### src/rtl/decoder_scan_ctrl_pkg.sv
`default_nettype none
// ============================================================================
// Module      : decoder_scan_ctrl_pkg
// Description : Shared constants, state encoding and helpers for the
//               decoder channel scan sequencer.
// Revision    : 1.0 - initial release
// ============================================================================
package decoder_scan_ctrl_pkg;

    localparam int NCH   = 8;
    localparam int SEL_W = 3;

    typedef enum logic [0:0] {
        IDLE  = 1'b0,
        DWELL = 1'b1
    } state_t;

    // Index of the lowest set bit; 0 when the mask is empty.
    function automatic logic [SEL_W-1:0] lowest_set(input logic [NCH-1:0] mask);
        lowest_set = '0;
        for (int i = NCH - 1; i >= 0; i--) begin
            if (mask[i]) begin
                lowest_set = SEL_W'(i);
            end
        end
    endfunction

endpackage
`default_nettype wire

### src/rtl/decoder_scan_ctrl_chan_next_find.sv
`default_nettype none
// ============================================================================
// Module      : chan_next_find
// Description : Combinational circular search for the next enabled channel
//               above the current one, plus the lowest enabled channel.
// Revision    : 1.0 - initial release
// ============================================================================
module chan_next_find
    import decoder_scan_ctrl_pkg::*;
(
    input  logic [NCH-1:0]   mask,
    input  logic [SEL_W-1:0] cur,
    output logic [SEL_W-1:0] next,
    output logic             wrap,
    output logic [SEL_W-1:0] first
);

    logic             w_found;
    logic [SEL_W-1:0] w_idx;

    // Offsets 1..NCH-1 from cur, modulo NCH; falls back to cur itself.
    always_comb begin
        next    = cur;
        w_found = 1'b0;
        w_idx   = '0;
        for (int i = 1; i < NCH; i++) begin
            w_idx = cur + SEL_W'(i);
            if (!w_found && mask[w_idx]) begin
                next    = w_idx;
                w_found = 1'b1;
            end
        end
    end

    assign wrap  = (next <= cur);
    assign first = lowest_set(mask);

endmodule
`default_nettype wire

### src/rtl/decoder_scan_ctrl.sv
`default_nettype none
// ============================================================================
// Module      : decoder_scan_ctrl
// Description : Steps a registered 3-bit channel select through the enabled
//               channels of a mask, holding each for a programmable dwell.
// Revision    : 1.0 - initial release
// ============================================================================
module decoder_scan_ctrl
    import decoder_scan_ctrl_pkg::*;
#(
    parameter int DWELL_W = 8
) (
    input  logic               clk,
    input  logic               rst_n,
    input  logic               start,
    input  logic               stop,
    input  logic               continuous,
    input  logic [NCH-1:0]     ch_mask,
    input  logic [DWELL_W-1:0] dwell,
    output logic [SEL_W-1:0]   sel,
    output logic               sel_valid,
    output logic               busy,
    output logic               frame_done
);

    state_t               r_state;
    logic [NCH-1:0]       r_mask;
    logic [DWELL_W-1:0]   r_dwell;
    logic                 r_cont;
    logic [DWELL_W-1:0]   r_cnt;

    state_t               w_state_nxt;
    logic [NCH-1:0]       w_mask_nxt;
    logic [DWELL_W-1:0]   w_dwell_nxt;
    logic                 w_cont_nxt;
    logic [DWELL_W-1:0]   w_cnt_nxt;
    logic [SEL_W-1:0]     w_sel_nxt;
    logic                 w_valid_nxt;
    logic                 w_busy_nxt;
    logic                 w_done_nxt;

    logic [SEL_W-1:0]     w_next_ch;
    logic                 w_wrap;
    logic [SEL_W-1:0]     w_first_ch;
    logic [DWELL_W-1:0]   w_dwell_eff;

    chan_next_find u_chan_next_find (
        .mask  (r_mask),
        .cur   (sel),
        .next  (w_next_ch),
        .wrap  (w_wrap),
        .first (w_first_ch)
    );

    // A zero dwell would stall the counter, so it is promoted to one cycle.
    assign w_dwell_eff = (dwell == '0) ? DWELL_W'(1) : dwell;

    always_ff @(posedge clk or negedge rst_n) begin
        if (!rst_n) begin
            r_state    <= IDLE;
            r_mask     <= '0;
            r_dwell    <= '0;
            r_cont     <= 1'b0;
            r_cnt      <= '0;
            sel        <= '0;
            sel_valid  <= 1'b0;
            busy       <= 1'b0;
            frame_done <= 1'b0;
        end else begin
            r_state    <= w_state_nxt;
            r_mask     <= w_mask_nxt;
            r_dwell    <= w_dwell_nxt;
            r_cont     <= w_cont_nxt;
            r_cnt      <= w_cnt_nxt;
            sel        <= w_sel_nxt;
            sel_valid  <= w_valid_nxt;
            busy       <= w_busy_nxt;
            frame_done <= w_done_nxt;
        end
    end

    always_comb begin
        w_state_nxt = r_state;
        w_mask_nxt  = r_mask;
        w_dwell_nxt = r_dwell;
        w_cont_nxt  = r_cont;
        w_cnt_nxt   = r_cnt;
        w_sel_nxt   = sel;
        w_valid_nxt = sel_valid;
        w_busy_nxt  = busy;
        w_done_nxt  = 1'b0;

        if (stop) begin
            w_state_nxt = IDLE;
            w_sel_nxt   = '0;
            w_valid_nxt = 1'b0;
            w_busy_nxt  = 1'b0;
        end else begin
            case (r_state)
                IDLE: begin
                    if (start && (ch_mask != '0)) begin
                        w_state_nxt = DWELL;
                        w_mask_nxt  = ch_mask;
                        w_dwell_nxt = w_dwell_eff;
                        w_cont_nxt  = continuous;
                        w_cnt_nxt   = w_dwell_eff;
                        w_sel_nxt   = lowest_set(ch_mask);
                        w_valid_nxt = 1'b1;
                        w_busy_nxt  = 1'b1;
                    end
                end
                DWELL: begin
                    if (r_cnt == DWELL_W'(1)) begin
                        w_cnt_nxt = r_dwell;
                        if (w_wrap) begin
                            w_done_nxt = 1'b1;
                            if (r_cont) begin
                                w_sel_nxt = w_first_ch;
                            end else begin
                                w_state_nxt = IDLE;
                                w_sel_nxt   = '0;
                                w_valid_nxt = 1'b0;
                                w_busy_nxt  = 1'b0;
                            end
                        end else begin
                            w_sel_nxt = w_next_ch;
                        end
                    end else begin
                        w_cnt_nxt = r_cnt - DWELL_W'(1);
                    end
                end
                default: begin
                    w_state_nxt = IDLE;
                end
            endcase
        end
    end

endmodule
`default_nettype wire
### config.mk
export PLATFORM = sky130hd
export DESIGN_NAME = decoder_scan_ctrl
export DESIGN_NICKNAME = d
export VERILOG_FILES = /design/src/rtl/decoder_scan_ctrl_pkg.sv /design/src/rtl/decoder_scan_ctrl_chan_next_find.sv /design/src/rtl/decoder_scan_ctrl.sv
export SDC_FILE = /design/constraint.sdc
export NUM_CORES = 1
export LEC_CHECK = 0
export CORE_MARGIN = 10
export CORE_UTILIZATION = 50
export CTS_CLUSTER_DIAMETER = 100
export DETAILED_ROUTE_END_ITERATION = 10
export GPL_TIMING_DRIVEN = 0
export PLACE_DENSITY_LB_ADDON = 0.1
export SYNTH_ARGS = -nofsm -noshare
export SYNTH_HDL_FRONTEND = slang
export SYNTH_SLANG_ARGS = --single-unit
### constraint.sdc
create_clock -name clk -period 3.8 [get_ports clk]
set_input_delay 0.76 -clock clk [delete_from_list [all_inputs] [get_ports clk]]
set_output_delay 0.76 -clock clk [all_outputs]
set_load 0.005 [all_outputs]
Yosys cells after proc, flatten, opt, wreduce, memory -nomap -nowiden:

Cells that the tools add are included.

* bits in registers: 31
* input bits: 21
* output and inout bits: 6
* logic and storage cells: 120

* add/subtract/negate cells: 8
* magnitude comparators: 8
* equal/unequal tests: 6
* muxes and demuxes: 69
* bitwise gates (word level): 2
* reduce and logical (&&, ||, !) cells: 19

Operators by type and width (number)
* $mux 3: 28
* $lt 3x4->1 const B: 7
* $mux 1: 27
* $mux 8: 3
* $bmux 1 s3: 7
* $pmux 8 s2: 1
* $add 3x3->3 const B: 4
* $eq 8x1->1 const B: 1
* $logic_not 8->1: 1
* $reduce_bool 8->1: 1
* $sub 8x1->8 const B: 1
* $logic_and 1x1->1: 7
* $add 3x2->3 const B: 2
* $logic_not 1->1: 6
* $ne 3x2->1 const B: 2
* $ne 3x3->1 const B: 2
* $pmux 3 s2: 1
* $pmux 1 s2: 2
* $reduce_and 2->1: 2
* $reduce_and 4->1: 1
* $add 3x1->3 const B: 1
* $le 3x3->1: 1
* $reduce_and 3->1: 1
* $ne 2x2->1 const B: 1
* $not 1->1: 2

Logic depth before layout (Yosys ltp):

Gate-level depths: netlist (run 1).

* word-level depth: 27
* depth in mapped cells: 20

Hierarchy:

Synthesis (run 1) repeated with hierarchy kept, for this count alone.

* cell total of the unflattened synthesis: 304
* area, all modules: 2731.4 um2

By module, submodules not included
* decoder_scan_ctrl: instances 1, cells each 203, area an instance 1844.3 um2, seq. area each 775.7 um2
* chan_next_find: instances 1, cells each 101, area an instance 887.1 um2, seq. area each 0.0 um2

Least setup slack after synthesis (run 1):

Ideal clock, no wire load.

* path kind: flip-flop to flip-flop
* start point: register sel[1]
* end point: register sel[0]
* setup time: 79 ps
* arrival time: 3972 ps
* slack: -250 ps
* stages on the path, launching flop included: 19
* path buffers: 1
* clock period less this slack: 4050 ps
* cell sequence: dfrtp_1 -> buf_2 -> inv_1 -> ha_1 -> mux2_1 -> or2_1 -> mux4_2 -> or3_4 -> o221ai_1 -> nor2_1 -> a21oi_1 -> ha_1 -> nor2b_1 -> o21ai_0 -> a32oi_1 -> nand2b_1 -> nor4b_1 -> a211oi_1 -> o2bb2ai_1

* word-level cells in the longest chain between the ends: 27

Ends and longest elaborated chain
* start: declaration: line decoder_scan_ctrl.sv:20 `output logic [SEL_W-1:0] sel,`
* start signal: assignment: line decoder_scan_ctrl.sv:75 `sel <= w_sel_nxt;`
* $add 3x1->3: line decoder_scan_ctrl_chan_next_find.sv:27 `w_idx = cur + SEL_W'(i);`
* $bmux 1 s3: line decoder_scan_ctrl_chan_next_find.sv:28 `if (!w_found && mask[w_idx]) begin`
* $mux 1 (not written as such): line decoder_scan_ctrl_chan_next_find.sv:28
* $mux 1: line decoder_scan_ctrl_chan_next_find.sv:28
* $logic_not 1->1: line decoder_scan_ctrl_chan_next_find.sv:28
* $logic_and 1x1->1: line decoder_scan_ctrl_chan_next_find.sv:28
* $mux 1: line decoder_scan_ctrl_chan_next_find.sv:28
* $logic_not 1->1: line decoder_scan_ctrl_chan_next_find.sv:28
* [... 11 more ...]
* $logic_not 1->1: line decoder_scan_ctrl_chan_next_find.sv:28
* $logic_and 1x1->1: line decoder_scan_ctrl_chan_next_find.sv:28
* $mux 3: line decoder_scan_ctrl_chan_next_find.sv:28
* $le 3x3->1: line decoder_scan_ctrl_chan_next_find.sv:35 `assign wrap = (next <= cur);`
* $mux 3 (*): line decoder_scan_ctrl.sv:115 `if (w_wrap) begin`
* $mux 3 (*): line decoder_scan_ctrl.sv:113 `if (r_cnt == DWELL_W'(1)) begin`
* $pmux 3 s2 (*): line decoder_scan_ctrl.sv:99 `case (r_state)`
* $mux 3 (*): line decoder_scan_ctrl.sv:93 `if (stop) begin`

Every way passes the cells marked *; elsewhere a longest branch is shown, timed or not. The select of a mux whose other input is x is not followed.
A chain may end at the register's enable or synchronous reset.

Final worst setup path (run 1):

* start point: register sel[0]
* end point: register sel[1]

The elaborated chain is that of the path after synthesis.

==> reports/qor.csv, run 1 <==
stage,metric,value,unit
status,run status,"finished, violations left",
status,failing checks,setup timing,
sta,final hold violations,0,
synth,Syn Area/Cell,9.24,sq um
hold_path,hold crit path type,flip-flop to flip-flop,
setup_path,crit path kind,flip-flop to flip-flop,
detailed_routing,Final ANT Viol Nets,0,
flow_run,max-cap violations,0,
sta,TNS Setup,-568,ps
final_layout,most frequent cells in the layout,"dfrtp_1, clkdlybuf4s50_1, nor2_1, nand2_1, buf_4",
placement,IO buf count,25,
global_route,vias in the first global route,2439,
power,combinational share of power,73.4,%
detailed_routing,DR pass1 iterations,5,
placement,Placed Cells,390,
setup_path,r2r setup slk,-210,ps
detailed_routing,via/cell ratio,6.10,
clock_tree,CTS tree,done,
floorplanning,die height,93.7,um
floorplanning,Die ar.,0.00878,sq mm
detailed_routing,Vias,2537,
synth,mux share of post-synthesis cell area,23.6,%
sta,max-slew violations,0,
final_layout,Final Util,69.1,%
final_layout,share of cells above drive strength 1,27.5,%
synth,Synth cell types,58,
synth,Post-Synth Adder-Cell Area,3.22,%
synth,register area share after synthesis,28.6,%
synth,Yosys reg bits,31,
sta,worst slew pin tran,986,ps
detailed_routing,Post-Route WL,7530,um
synth,Post-Synth Simple-Gate Area,18.8,%
final_layout,area grow syn2layout,31.5,%
clock_tree,CTS root buffer,clkbuf_8,
global_route,initial antenna violation count,0,
detailed_routing,Initial DRC Count,193,
synth,Synth Flop Type,dfrtp_1,
placement,Final GP Congestion,0.857,
synth,post-synthesis compound-gate area fraction,17.0,%
global_route,first-pass GRT wire length,12300,um
power,VDD IR max,0.418,mV
clock_tree,clk sink count,31,
floorplanning,core area,0.00517,sq mm
synth,Post-synth EDFFs,0,
floorplanning,Top-Level Pins,27,
setup_path,Crit path required time,3980,ps
synth,cell count after synthesis,294,
sta,final worst path period share,106,%
synth,Post-Syn Area,0.00272,sq mm
setup_path,CP endpoint kind,flip-flop,
setup_path,"Data arrival, critical path",4200,ps
sta,hold slack,512,ps
setup_path,crit start category,flip-flop,
sta,f_max,249,MHz
power,PD cells,797,mW/mm^2
power,total power,2.85,mW
synth,asr flop ratio synth,100,%
clock_tree,clock-pin slew on the worst setup and hold paths,70,ps
setup_path,crit-path max cell delay,500,ps
setup_path,crit-path max FO,3,
placement,pre-CTS setup slack,-542,ps
power,Pint,1.66,mW
final_layout,"most common cell after layout, fill and taps aside",dfrtp_1,
global_route,largest net degree at the start of global routing,21,
sta,Final setup viols,4,
setup_path,Worst path slowest cell,mux4_2,
clock_tree,Max Root-Sink Buffers,2,
sta,relative slew slack,33.9,%
global_route,total track usage,17.1,%
power,clock share of power,10.8,%
floorplanning,Chip Width,93.7,um
sta,fin crit period,4010,ps
setup_path,cells along the critical path,"buf_6, buf_12, inv_8, ha_4, mux2_4, or2_1, mux4_2, or3_4, o221ai_4, nor2_1, a21oi_1, ha_1, nor2b_4, o21ai_4, a32oi_4, nand2b_4, nor3_4, nor3_2, a22oi_1",
synth,Mapped Nets,322,
sta,final setup margin,-213,ps
floorplanning,starting density of the core,52.5,%
final_layout,final instance area,0.00357,sq mm
sta,Worst Skew,5.80,ps
final_layout,Fill cells,404,
power,part of the power in registers,15.8,%
setup_path,"delay-heaviest family, CP",simple AND/OR/NAND/NOR gates,
power,switch share,41.8,%
detailed_routing,# DRC,0,
placement,DP Wirelength,5370,um
power,Leakage,1.39,nW
sta,RSZ-0062 raised after global routing,true,
final_layout,antenna cells,0,
power,P_sw,1.19,mW
synth,main combinational cell family by area after synthesis,multiplexers,
setup_path,Worst Path Buf+Inv,3,
synth,synthesis warning total,0,
detailed_routing,WL/cell,18.1,um
clock_tree,H-tree lvl count,2,
global_route,gr ovfl total,0,
synth,XOR/XNOR Fraction of Synth Area,2.90,%
placement,Area after DPL,0.00315,sq mm
clock_tree,cts hold-fix bufs,0,
final_layout,Finished Layout Cells,416,
clock_tree,Skew-Pair Late Insertion Delay,280,ps
floorplanning,Site Rows,26,
clock_tree,CTS Buf Count,5,
final_layout,Layout Nets,374,
[power by group through the flow]
stage	clock network, mW	registers, mW	logic [mW]
after floorplan	0	0.440	1.13
after global placement	0	0.455	1.39
after detailed placement	0	0.458	1.42
after CTS	0.312	0.445	1.63
after global routing	0.332	0.458	2.24
final	0.307	0.449	2.09
[synth_stat cells (all sizes together), types with 7 or more instances]
| cell | instances | share of area, % |
|---|---|---|
| dfrtp | 31 | 29 |
| nor2 | 26 | 3.7 |
| nand2 | 24 | 3.3 |
| mux2 | 20 | 8.4 |
| o21ai | 17 | 3.1 |
| a21oi | 15 | 2.8 |
| inv | 15 | 2.1 |
| mux2i | 13 | 5.3 |
| nor3 | 13 | 2.4 |
| mux4 | 12 | 9.9 |
| buf | 10 | 2.4 |
| clkbuf | 10 | 1.4 |
| ha | 7 | 3.2 |
| nor4 | 7 | 1.6 |
[kinds of logic after synthesis]
group	count (synthesis)
adders and majority gates	7
AOI/OAI and AO/OA	69
buffers and inverters	35
DFF	31
muxes	45
and+or+nand+nor	98
xor gates and xnor gates	9
[final timing paths]
kind | startpoint | to | cells after the start
max | sel[0] | sel[1] | 19
min | r_dwell[2] | r_dwell[2] | 1
max reg2reg | sel[0] | sel[1] | 19
min reg2reg | r_dwell[2] | r_dwell[2] | 1
max in group asynchronous | rst_n | r_state | 2
min in group asynchronous | rst_n | r_dwell[4] | 1
[sequential cells by signal (all words and copies together) (netlist names)]
register	flops
r_cnt	8
r_dwell	8
r_mask	8
sel	3
busy	1
frame_done	1
r_cont	1
r_state	1
[timing repair]
| item | CTS | global route |
|---|---|---|
| gates cloned | 0 | 0 |
| setup buffers | 10 | 9 |
| setup endpoints to repair | 6 | 6 |
| pin swaps | 12 | 15 |
| gates resized for setup | 13 | 24 |
[layer usage]
layer	up-vias	wire length [um]	track usage (%)	part of all wire (%)
li1	1193	-	-	-
met1	1216	3530	24.2	47
met2	113	3400	26.4	45
met3	15	512	3.84	6.8
met4	0	91	2.78	1.2
met5	-	0	0	0
[cell type report]
type,instances,area (sq um),area share (%)
Timing Repair Buffer,45,424,11.9
Buffer,20,130,3.64
Inverter,15,67.6,1.89
Clock inverter,1,30.0,0.841
Multi-Input combinational cell,228,1980,55.5
Tap cell,70,87.6,2.45
Clock buffer,6,72.6,2.03
Sequential cell,31,777,21.8
Power figures use the tool's default switching activity.
==> inputs of run 2 (changes only) <==
- CORE_ASPECT_RATIO: unset -> 1.75
- PLACE_DENSITY: unset -> 0.74
- PLACE_DENSITY_LB_ADDON: 0.1 -> unset
==> reports/qor.csv, run 2 (synthesis results as in run 1) <==
stage,metric,value,unit,change
status,run status,"finished, violations left",,unchanged
status,failing checks,setup timing,,unchanged
floorplanning,starting density of the core,51.7,%,was 52.5%
setup_path,crit-path max cell delay,480,ps,was 500 ps
final_layout,final instance area,0.00348,sq mm,was 0.00357 sq mm
global_route,M3 GR Usage,2.53,%,was 3.84%
flow_run,max-cap violations,0,,unchanged
setup_path,crit start category,flip-flop,,unchanged
sta,final worst path period share,105,%,was 106%
final_layout,Finished Layout Cells,400,,was 416
placement,IO buf count,25,,unchanged
global_route,initial antenna violation count,0,,unchanged
setup_path,Worst path slowest cell,mux4_2,,unchanged
global_route,M2 GR Usage,33.7,%,was 26.4%
clock_tree,CTS Buf Count,5,,unchanged
clock_tree,CTS tree,done,,unchanged
final_layout,most frequent cells in the layout,"dfrtp_1, nor2_1, clkdlybuf4s50_1, nand2_1, buf_4",,"was dfrtp_1, clkdlybuf4s50_1, nor2_1, nand2_1, buf_4"
detailed_routing,Final ANT Viol Nets,0,,unchanged
setup_path,CP endpoint kind,flip-flop,,unchanged
floorplanning,Site Rows,35,,was 26
global_route,GR Layer Usage met1,18.3,%,was 24.2%
power,VDD IR max,0.389,mV,was 0.418 mV
global_route,first-pass GRT wire length,13000,um,was 12300 um
clock_tree,Skew-Pair Late Insertion Delay,290,ps,was 280 ps
floorplanning,Chip Width,75.7,um,was 93.7 um
power,PD cells,769,mW/mm^2,was 797 mW/mm^2
floorplanning,die height,118,um,was 93.7 um
sta,worst slew pin tran,919,ps,was 986 ps
setup_path,r2r setup slk,-180,ps,was -210 ps
global_route,grt peak-use layer,met2,,unchanged
clock_tree,Max Root-Sink Buffers,2,,unchanged
floorplanning,Top-Level Pins,27,,unchanged
sta,fin crit period,3980,ps,was 4010 ps
detailed_routing,via/cell ratio,6.43,,was 6.10
floorplanning,Die ar.,0.00890,sq mm,was 0.00878 sq mm
detailed_routing,Vias,2573,,was 2537
sta,RSZ-0062 raised after global routing,true,,unchanged
final_layout,Layout Nets,372,,was 374
detailed_routing,WL/cell,19.4,um,was 18.1 um
clock_tree,clk sink count,31,,unchanged
sta,final setup margin,-176,ps,was -213 ps
setup_path,Crit path required time,4000,ps,was 3980 ps
final_layout,share of cells above drive strength 1,27.8,%,was 27.5%
clock_tree,H-tree lvl count,2,,unchanged
detailed_routing,DR pass1 iterations,4,,was 5
detailed_routing,Post-Route WL,7770,um,was 7530 um
sta,Worst Skew,8.93,ps,was 5.80 ps
setup_path,crit path kind,flip-flop to flip-flop,,unchanged
placement,DP Wirelength,5870,um,was 5370 um
global_route,gr ovfl total,0,,unchanged
final_layout,antenna cells,0,,unchanged
clock_tree,clock-pin slew on the worst setup and hold paths,70,ps,about the same
setup_path,"Data arrival, critical path",4170,ps,was 4200 ps
floorplanning,core area,0.00526,sq mm,was 0.00517 sq mm
final_layout,Final Util,66.3,%,was 69.1%
sta,final hold violations,0,,unchanged
clock_tree,CTS root buffer,clkbuf_8,,unchanged
final_layout,Reg area,777,sq um,unchanged
final_layout,area occupied by multi-input gates,0.00196,sq mm,was 0.00198 sq mm
sta,max-slew violations,0,,unchanged
sta,Final setup viols,3,,was 4
setup_path,cells along the critical path,"buf_6, buf_12, clkinv_8, ha_4, mux2_4, or2_1, mux4_2, or3_4, o221ai_4, nor2_1, a21oi_1, ha_1, nor2b_4, o21ai_2, a32oi_4, nand2b_4, nor3_4, nor3_2, a22oi_2",,"was buf_6, buf_12, inv_8, ha_4, mux2_4, or2_1, mux4_2, or3_4, o221ai_4, nor2_1, a21oi_1, ha_1, nor2b_4, o21ai_4, a32oi_4, nand2b_4, nor3_4, nor3_2, a22oi_1"
detailed_routing,# DRC,0,,unchanged
power,Leakage,1.35,nW,was 1.39 nW
final_layout,area grow syn2layout,28.2,%,was 31.5%
sta,f_max,251,MHz,was 249 MHz
global_route,total track usage,18.4,%,was 17.1%
final_layout,Fill cells,432,,was 404
detailed_routing,Initial DRC Count,154,,was 193
hold_path,hold crit path type,flip-flop to flip-flop,,unchanged
placement,Final GP Congestion,0.885,,was 0.857
global_route,vias in the first global route,2669,,was 2439
sta,relative slew slack,38.4,%,was 33.9%
final_layout,"most common cell after layout, fill and taps aside",dfrtp_1,,unchanged
global_route,largest net degree at the start of global routing,32,,was 21
setup_path,crit-path max FO,4,,was 3
placement,pre-CTS setup slack,-591,ps,was -542 ps
final_layout,Top Registers,"r_cnt x8, r_dwell x8, r_mask x8",,unchanged
placement,Placed Cells,374,,was 390
placement,Area after DPL,0.00310,sq mm,was 0.00315 sq mm
## run 2: power breakdown
part | total (mW) | internal [mW] | switching, mW
clock network | 0.260 | 0.127 | 0.133
logic | 1.97 | 1.03 | 0.948
registers | 0.445 | 0.391 | 0.0535
total | 2.68 | 1.54 | 1.13
## run 2: layer usage
layer	routed length, um	vias up
li1	-	1189
met3	203	37
met5	0	-
met2	4390	76
met1	2740	1271
met4	434	0
## run 2: timing repair
| item | 4_1_cts | 5_1_grt |
|---|---|---|
| pin swaps | 15 | 12 |
| hold buffers | 0 | 0 |
| resized for setup | 13 | 17 |
| endpoints found under the setup margin | 6 | 6 |
| setup buffers | 11 | 7 |
| endpoints found under the hold margin | 0 | 0 |
## run 2: final timing paths
check	startpoint	endpoint	depth (start not counted)
worst max-delay path	sel[0]	sel[1]	19
worst min-delay path	r_dwell[5]	r_dwell[5]	1
worst max register to register	sel[0]	sel[1]	19
worst min register to register	r_dwell[5]	r_dwell[5]	1
max in group asynchronous	rst_n	sel[1]	1
min in group asynchronous	rst_n	r_cnt[2]	1
## run 2: worst max-delay path: cells and delay by family (launching register included)
kind                     cells  cell delay, ps
AND/OR/NAND/NOR              7            1230
multiplexers                 2             780
AO/OA/AOI/OAI                5             680
adder cells (fa/ha/maj)      2             560
flip-flops                   1             360
buffers and inverters        3             260
## run 2: cell type report
type	instances	area share, %
multi-input combinational	228	56.2
sequential	31	22.3
tap	55	1.98
clock inverter	3	0.575
timing repair buffer	43	10.9
clock buffer	5	1.98
buffer	20	3.88
inverter	15	2.19
## run 2: stage by stage
step           total power [mW]  hold slack, ps  setup TNS (ps)
6_report                   2.68             504            -347
5_1_grt                    2.83             526            -979
4_1_cts                    2.41             511            -484
3_5_place_dp               1.89             494           -2220
3_3_place_gp               1.86             488           -2330
2_1_floorplan              1.57             464           -90.0
==> inputs of run 3 (changes only) <==
- REMOVE_ABC_BUFFERS: unset -> 1
==> reports/qor.csv, run 3 (synthesis results as in run 1) <==
stage,metric,value,unit,change
setup_path,crit-path max FO,8,,was 4
global_route,largest net degree at the start of global routing,32,,unchanged
final_layout,antenna cells,0,,unchanged
global_route,gr ovfl total,0,,unchanged
flow_run,max-cap violations,0,,unchanged
final_layout,Layout Nets,356,,was 372
sta,Worst Skew,4.58,ps,was 8.93 ps
detailed_routing,WL/cell,19.9,um,was 19.4 um
sta,Final setup viols,4,,was 3
floorplanning,die height,118,um,unchanged
global_route,initial antenna violation count,0,,unchanged
sta,RSZ-0062 raised after global routing,true,,unchanged
global_route,vias in the first global route,2541,,was 2669
final_layout,final instance area,0.00338,sq mm,was 0.00348 sq mm
final_layout,Fill cells,440,,was 432
setup_path,"delay-heaviest family, CP",simple AND/OR/NAND/NOR gates,,unchanged
setup_path,cells along the critical path,"inv_4, ha_4, mux2_4, or2_1, mux4_2, or3_4, o221ai_4, nor2_1, a21oi_1, ha_1, nor2b_4, o21ai_2, a32oi_2, nand2b_4, nor3_4, nor3_2, a22oi_1",,"was buf_6, buf_12, clkinv_8, ha_4, mux2_4, or2_1, mux4_2, or3_4, o221ai_4, nor2_1, a21oi_1, ha_1, nor2b_4, o21ai_2, a32oi_4, nand2b_4, nor3_4, nor3_2, a22oi_2"
sta,relative slew slack,30.0,%,was 38.4%
detailed_routing,Final ANT Viol Nets,0,,unchanged
setup_path,CP endpoint kind,flip-flop,,unchanged
clock_tree,clock-pin slew on the worst setup and hold paths,60,ps,was 70 ps
sta,worst slew pin tran,1050,ps,was 919 ps
sta,final setup margin,-101,ps,was -176 ps
floorplanning,Die ar.,0.00890,sq mm,unchanged
floorplanning,Chip Width,75.7,um,unchanged
power,total power,2.61,mW,was 2.68 mW
sta,fin crit period,3900,ps,was 3980 ps
setup_path,"Data arrival, critical path",4090,ps,was 4170 ps
floorplanning,starting density of the core,51.7,%,unchanged
final_layout,Final Util,64.3,%,was 66.3%
detailed_routing,Post-Route WL,7580,um,was 7770 um
power,VDD IR max,0.517,mV,was 0.389 mV
floorplanning,Top-Level Pins,27,,unchanged
placement,pre-CTS setup slack,-1150,ps,was -591 ps
final_layout,area occupied by multi-input gates,0.00197,sq mm,was 0.00196 sq mm
sta,final worst path period share,103,%,was 105%
final_layout,Reg area,782,sq um,was 777 sq um
clock_tree,Skew-Pair Late Insertion Delay,280,ps,was 290 ps
status,run status,"finished, violations left",,unchanged
final_layout,area grow syn2layout,24.4,%,was 28.2%
setup_path,crit-path max cell delay,520,ps,was 480 ps
placement,Area after DPL,0.00294,sq mm,was 0.00310 sq mm
placement,Final GP Congestion,0.920,,was 0.885
clock_tree,Max Root-Sink Buffers,2,,unchanged
floorplanning,Site Rows,35,,unchanged
sta,final hold violations,0,,unchanged
final_layout,share of cells above drive strength 1,28.1,%,was 27.8%
power,Leakage,1.30,nW,was 1.35 nW
clock_tree,H-tree lvl count,2,,unchanged
power,PD cells,774,mW/mm^2,was 769 mW/mm^2
detailed_routing,via/cell ratio,6.57,,was 6.43
final_layout,most frequent cells in the layout,"dfrtp_1, clkdlybuf4s50_1, nor2_1, nand2_1, buf_4",,"was dfrtp_1, nor2_1, clkdlybuf4s50_1, nand2_1, buf_4"
clock_tree,CTS tree,done,,unchanged
placement,Placed Cells,355,,was 374
final_layout,"most common cell after layout, fill and taps aside",dfrtp_1,,unchanged
final_layout,Top Registers,"r_cnt x8, r_dwell x8, r_mask x8",,unchanged
floorplanning,core area,0.00526,sq mm,unchanged
detailed_routing,Initial DRC Count,171,,was 154
global_route,total track usage,16.9,%,was 18.4%
clock_tree,clk sink count,31,,unchanged
clock_tree,CTS root buffer,clkbuf_8,,unchanged
detailed_routing,Vias,2510,,was 2573
setup_path,Worst Path Buf+Inv,1,,was 3
final_layout,Finished Layout Cells,382,,was 400
sta,f_max,256,MHz,was 251 MHz
sta,max-slew violations,0,,unchanged
setup_path,crit start category,flip-flop,,unchanged
setup_path,Worst path slowest cell,dfrtp_4,,was mux4_2
setup_path,crit path kind,flip-flop to flip-flop,,unchanged
detailed_routing,# DRC,0,,unchanged
clock_tree,cts hold-fix bufs,0,,unchanged
hold_path,hold crit path type,flip-flop to flip-flop,,unchanged
placement,DP Wirelength,5290,um,was 5870 um
global_route,first-pass GRT wire length,11900,um,was 13000 um
status,failing checks,setup timing,,unchanged
setup_path,Crit path required time,3990,ps,was 4000 ps
placement,IO buf count,26,,was 25
detailed_routing,DR pass1 iterations,5,,was 4
clock_tree,CTS Buf Count,5,,unchanged
run 3: cell types whose count changed in the layout (fill, tap and decap cells not counted), moves of 2 or more:
| cell | change |
|---|---|
| clkinvlp_4 | -2 |
| buf_12 | -2 |
| clkbuf_1 | -9 |
| o21ai_0 | -2 |
| buf_2 | -4 |
| nor2_1 | -2 |
| dfrtp_1 | -2 |
run 3: what timing repair did:
item / CTS / global route
gates resized for setup: 27 / 18
setup buffers: 14 / 8
setup endpoints to repair: 6 / 6
pin swaps: 9 / 8
hold endpoints to repair: 0 / 0
run 3: final cells by class:
type	count	share of cell area [%]
sequential	31	23.1
multi-input combinational	228	58.3
timing repair buffer	47	12.4
tap	55	2.04
inverter	15	1.96
clock buffer	6	2.15
run 3: report_power, final:
| group | internal (mW) | leakage (nW) | switching [mW] | total [mW] |
|---|---|---|---|---|
| Clock | 0.122 | 0.0371 | 0.108 | 0.230 |
| Sequential | 0.394 | 0.367 | 0.107 | 0.501 |
| Combinational | 0.990 | 0.892 | 0.893 | 1.88 |
| Total | 1.51 | 1.30 | 1.11 | 2.61 |
run 3: final timing paths:
kind                             from    endpoint  slack (ps)  cells past startpoint
max reg2reg                    sel[0]      sel[1]        -100                     17
min in group asynchronous       rst_n        busy         530                      1
max in group asynchronous       rst_n      sel[0]        2750                      1
min reg2reg                r_dwell[3]  r_dwell[3]         510                      1
min                        r_dwell[3]  r_dwell[3]         510                      1
max                            sel[0]      sel[1]        -100                     17
run 3: per-layer routing:
layer	up-vias	share of wire, %	global-route usage (%)
met3	29	3.4	2.28
met5	-	0	0
met1	1238	34	16.0
met2	85	58	31.9
li1	1158	-	-
met4	0	5.0	9.11
run 3: stage by stage:
stage          setup TNS, ps  hold WS (ps)
6_report                -304           512
5_1_grt                 -976           529
4_1_cts                 -122           514
3_5_place_dp           -5540           494
3_3_place_gp           -5470           487
2_1_floorplan          -2590           464
